**config.mk**
```make
export PLATFORM = sky130hd
export DESIGN_NAME = gray_rx
export DESIGN_NICKNAME = d
export VERILOG_FILES = /design/src/rtl/gray_rx.sv
export SDC_FILE = /design/constraint.sdc
export NUM_CORES = 1
export LEC_CHECK = 0
export ABC_AREA = 1
export ABC_CLOCK_PERIOD_IN_PS = 2260
export CORE_AREA = 4 4 42 62
export DETAILED_ROUTE_END_ITERATION = 8
export DIE_AREA = 0 0 46 66
export GPL_TIMING_DRIVEN = 1
export PLACE_DENSITY = 0.7
export SLEW_MARGIN = 20
export SYNTH_ARGS = -nofsm -noshare
export SYNTH_HDL_FRONTEND = slang
export SYNTH_SLANG_ARGS = --single-unit
```
**constraint.sdc**
```tcl
create_clock -name Clk -period 2.26 [get_ports Clk]
set_input_delay 0.339 -clock Clk [delete_from_list [all_inputs] [get_ports Clk]]
set_output_delay 0.339 -clock Clk [all_outputs]
set_load 0.005 [all_outputs]
```
**src/rtl/gray_rx.sv**
```systemverilog
// Gray-code receiver: decodes each enabled sample to binary, checks that the
// stream advances one code step at a time, and tracks wraps and sequence errors.
module gray_rx #(
  parameter int W  = 3,
  parameter int CW = 4
) (
  input  logic          Clk,
  input  logic          Reset,
  input  logic          En,
  input  logic [W-1:0]  In,
  output logic [W-1:0]  Binary,
  output logic          Valid,
  output logic          Locked,
  output logic          Overflow,
  output logic          Error,
  output logic [CW-1:0] WrapCnt
);

  typedef enum logic [1:0] {
    ST_SYNC   = 2'd0,
    ST_LOCKED = 2'd1,
    ST_ERR    = 2'd2
  } state_t;

  localparam logic [W-1:0]  BIN_ONE  = {{(W-1){1'b0}}, 1'b1};
  localparam logic [W-1:0]  BIN_MAX  = {W{1'b1}};
  localparam logic [W-1:0]  BIN_ZERO = {W{1'b0}};
  localparam logic [CW-1:0] WRAP_ONE = {{(CW-1){1'b0}}, 1'b1};
  localparam logic [CW-1:0] WRAP_MAX = {CW{1'b1}};

  function automatic logic [W-1:0] gray2bin(input logic [W-1:0] g);
    logic [W-1:0] b;
    b[W-1] = g[W-1];
    for (int i = W - 2; i >= 0; i--) begin
      b[i] = b[i+1] ^ g[i];
    end
    return b;
  endfunction

  state_t        r_state;
  logic [W-1:0]  r_binary;
  logic          r_valid;
  logic          r_locked;
  logic          r_overflow;
  logic          r_error;
  logic [CW-1:0] r_wrapcnt;

  state_t        w_state_nx;
  logic [W-1:0]  w_binary_nx;
  logic          w_valid_nx;
  logic          w_overflow_nx;
  logic          w_error_nx;
  logic [CW-1:0] w_wrapcnt_nx;
  logic [W-1:0]  w_dec;

  assign w_dec = gray2bin(In);

  // Next-state and next-output logic; everything holds unless a sample is accepted.
  always_comb begin
    w_state_nx    = r_state;
    w_binary_nx   = r_binary;
    w_valid_nx    = 1'b0;
    w_overflow_nx = r_overflow;
    w_error_nx    = r_error;
    w_wrapcnt_nx  = r_wrapcnt;
    if (En) begin
      case (r_state)
        ST_SYNC, ST_ERR: begin
          // Both waiting states lock onto the zero code only.
          if (In == BIN_ZERO) begin
            w_state_nx  = ST_LOCKED;
            w_binary_nx = BIN_ZERO;
            w_valid_nx  = 1'b1;
          end else begin
            w_state_nx  = r_state;
          end
        end
        ST_LOCKED: begin
          if (w_dec == r_binary + BIN_ONE) begin
            w_binary_nx = w_dec;
            w_valid_nx  = 1'b1;
            if (r_binary == BIN_MAX) begin
              w_overflow_nx = 1'b1;
              if (r_wrapcnt != WRAP_MAX) begin
                w_wrapcnt_nx = r_wrapcnt + WRAP_ONE;
              end else begin
                w_wrapcnt_nx = r_wrapcnt;
              end
            end else begin
              w_overflow_nx = r_overflow;
            end
          end else if (w_dec == r_binary) begin
            w_state_nx = ST_LOCKED;
          end else begin
            w_state_nx = ST_ERR;
            w_error_nx = 1'b1;
          end
        end
        default: begin
          w_state_nx = ST_SYNC;
        end
      endcase
    end else begin
      w_state_nx = r_state;
    end
  end

  // State and output registers with synchronous reset taking priority.
  always_ff @(posedge Clk) begin
    if (Reset) begin
      r_state    <= ST_SYNC;
      r_binary   <= BIN_ZERO;
      r_valid    <= 1'b0;
      r_locked   <= 1'b0;
      r_overflow <= 1'b0;
      r_error    <= 1'b0;
      r_wrapcnt  <= {CW{1'b0}};
    end else begin
      r_state    <= w_state_nx;
      r_binary   <= w_binary_nx;
      r_valid    <= w_valid_nx;
      r_locked   <= (w_state_nx == ST_LOCKED);
      r_overflow <= w_overflow_nx;
      r_error    <= w_error_nx;
      r_wrapcnt  <= w_wrapcnt_nx;
    end
  end

  assign Binary   = r_binary;
  assign Valid    = r_valid;
  assign Locked   = r_locked;
  assign Overflow = r_overflow;
  assign Error    = r_error;
  assign WrapCnt  = r_wrapcnt;

endmodule
```
==> run summary <==
outcome = complete, no violations
Cell Rows = 20
synthesized flop and latch total = 13
crit start category = flip-flop
Bufs and invs on worst path = 0
post-CTS setup buffer count = 0
cell family with most CP delay = adder cells
non-filler cells, final = 149
Tmin final = 1.75 ns
CTS tree = done
initial antenna violation count = 0
Max VDD drop = 0.000225 V
CTS Buffer Depth = 2
gpl congestion = 0.855
layout cells sized above 1 = 16.5%
WL/cell = 11.3 um
Post-DRT Antenna Nets = 0
Vias/cell = 5.22
Post-Place Cells = 145
largest net degree at the start of global routing = 8
Die Y = 66 um
Final HPWL DP = 1.35 mm
crit path DAT = 1.93 ns
Post-Synthesis Net Count = 116
Sink Count = 13
grt ovf = 0
Synth cell types = 23
die width = 46 um
CTS root buf = clkbuf_4
Pwr per Cell Area = 448 nW/um^2
DR DRC count = 0
Slowest cell on crit path = dfxtp_1
Max Cap Viol = 0
number of global-route vias before repair = 812
most frequent cells in the layout = nand2_1, clkdlybuf4s50_1, dfxtp_1, inv_1, nand3_1
final net count = 137
core area = 2050 sq um
Max Slew Vio Count = 0
Setup CP Type = flip-flop to flip-flop
total iterations of the first detailed-routing run = 4
Routed WL = 1.69 mm
port buffer count = 16
CP peak stage delay = 0.37 ns
# hold bufs at CTS = 0
LEAKAGE = 0.429 nW
Final Hold Fails = 0
largest fanout on the critical path = 5
area grow syn2layout = 27.5%
Final Power = 444 uW
worst hold margin = 0.450 ns
HP Class = flip-flop to flip-flop
final period utilization = 77.6%
gr usage total = 13.1%
crit-path cells = ha_1, ha_1, xnor2_1, o21ai_1, nor2_2, nand2_4, nand2_2, nand2_1, nand3_1, o21ai_1
CP Data Required Time = 2.44 ns
antenna cell count = 0
global-route wire length before repair = 2.99 mm
setup TNS = 0 ns
commonest non-fill, non-tap cell in the layout = nand2_1
IO Count = 17
post_cts resized = 0
Fin Clk Skew = 0.0104 ns
unrepaired setup endpoints after global routing = false
CP endpoint kind = flip-flop
Worst-path clk slew = 0.08 ns
Slew headroom = 75.4%
CTS HTree Levels = 1
DR vias = 778
Final Util = 48.4%
maximum clock rate = 570 MHz
total CTS buffers = 3
Yosys warnings = 0
cell area after synthesis = 778 sq um
Seq/Total Area, Yosys = 33.4%
1st-iter DRT viols = 11
Mapped Cells = 107
die area = 3040 sq um
Synth Area per Inst = 7.27 sq um
Setup violations, final = 0
Initial Utilization = 37.9%
Clock Latency Late Sink = 0.28 ns
slew of the pin with the lowest slew margin = 0.367 ns
## metrics by stage
stage / cell area [sq um] / setup slack, ns
after global routing: 992 / 0.371
after floorplan: 778 / 0.649
after CTS: 992 / 0.497
after global placement: 966 / 0.329
after detailed placement: 966 / 0.310
final: 992 / 0.506
## worst reg2reg max path, delay by kind of cell (launching register included)
family,cells,cell delay (ns)
AO/OA/AOI/OAI,2,0.16
flip-flops,1,0.37
adder cells (fa/ha/maj),2,0.50
XOR/XNOR,1,0.14
AND/OR/NAND/NOR,5,0.49
## per-layer routing
metal  vias to the layer above  wire [um]  global-route usage, %  part of all wire, %
met5                         -          0                      0                    0
met4                         0         84                   11.4                  5.0
met3                        11         99                   1.91                  5.9
met2                        28        798                   22.1                   47
met1                       344        702                   13.2                   42
li1                        395          -                      -                    -
## synthesized netlist by cell type
| cell type | number | area share (%) |
|---|---|---|
| nand2_1 | 21 | 10 |
| o21ai_1 | 4 | 2.6 |
| nand4_1 | 3 | 2.4 |
| nor3_1 | 1 | 0.64 |
| nand2_4 | 3 | 4.3 |
| nand3_4 | 1 | 2.3 |
| nor2_2 | 3 | 2.4 |
| o21a_1 | 1 | 0.96 |
| and3_2 | 1 | 0.96 |
| ha_1 | 3 | 4.8 |
| inv_1 | 13 | 6.3 |
| dfxtp_1 | 13 | 33 |
| a31oi_1 | 1 | 0.80 |
| nand2_2 | 5 | 4.0 |
| inv_4 | 1 | 0.80 |
| nand3_1 | 13 | 8.4 |
| xnor2_1 | 2 | 2.3 |
| xor2_1 | 1 | 1.1 |
| a21oi_1 | 7 | 4.5 |
| nand3_2 | 2 | 2.6 |
| a211oi_1 | 1 | 0.96 |
| nor2_1 | 5 | 2.4 |
| inv_2 | 2 | 0.96 |
## path summary, 6_finish.rpt
check / end / startpoint / cells after the start / slack [ns]
setup / recovery: Binary[2] / Binary[0] / 10 / 0.51
hold / removal: Overflow / Overflow / 2 / 0.45
setup reg to reg: Binary[2] / Binary[0] / 10 / 0.51
hold reg to reg: Overflow / Overflow / 2 / 0.45
## registers in the layout, summed over array words and instances (netlist names)
name	flops
r_state	2
Binary	3
WrapCnt	4
Locked	1
Overflow	1
Error	1
Valid	1
## layout make-up
class	count	area [sq um]
clock buffer	4	26.3
fill	215	1060
inverter	16	62.6
multi-input combinational	78	455
sequential	13	260
tap	22	27.5
timing repair buffer	16	160
## cells by family (layout without fill, tap and decap cells)
logic type,after synthesis,count (layout),share of synthesized area (%)
buffers and inverters,16,36,8.04
DFF,13,13,33.4
adders and majority gates,3,3,4.82
AOI/OAI and AO/OA,14,14,9.81
and+or+nand+nor,58,58,40.5
xor gates and xnor gates,3,3,3.38
## power breakdown
part           switching [mW]  internal, mW
logic                  0.0399        0.0264
clock network          0.0745        0.0685
registers             0.00284         0.232
Note: power is estimated with default switching activity, not from simulation.
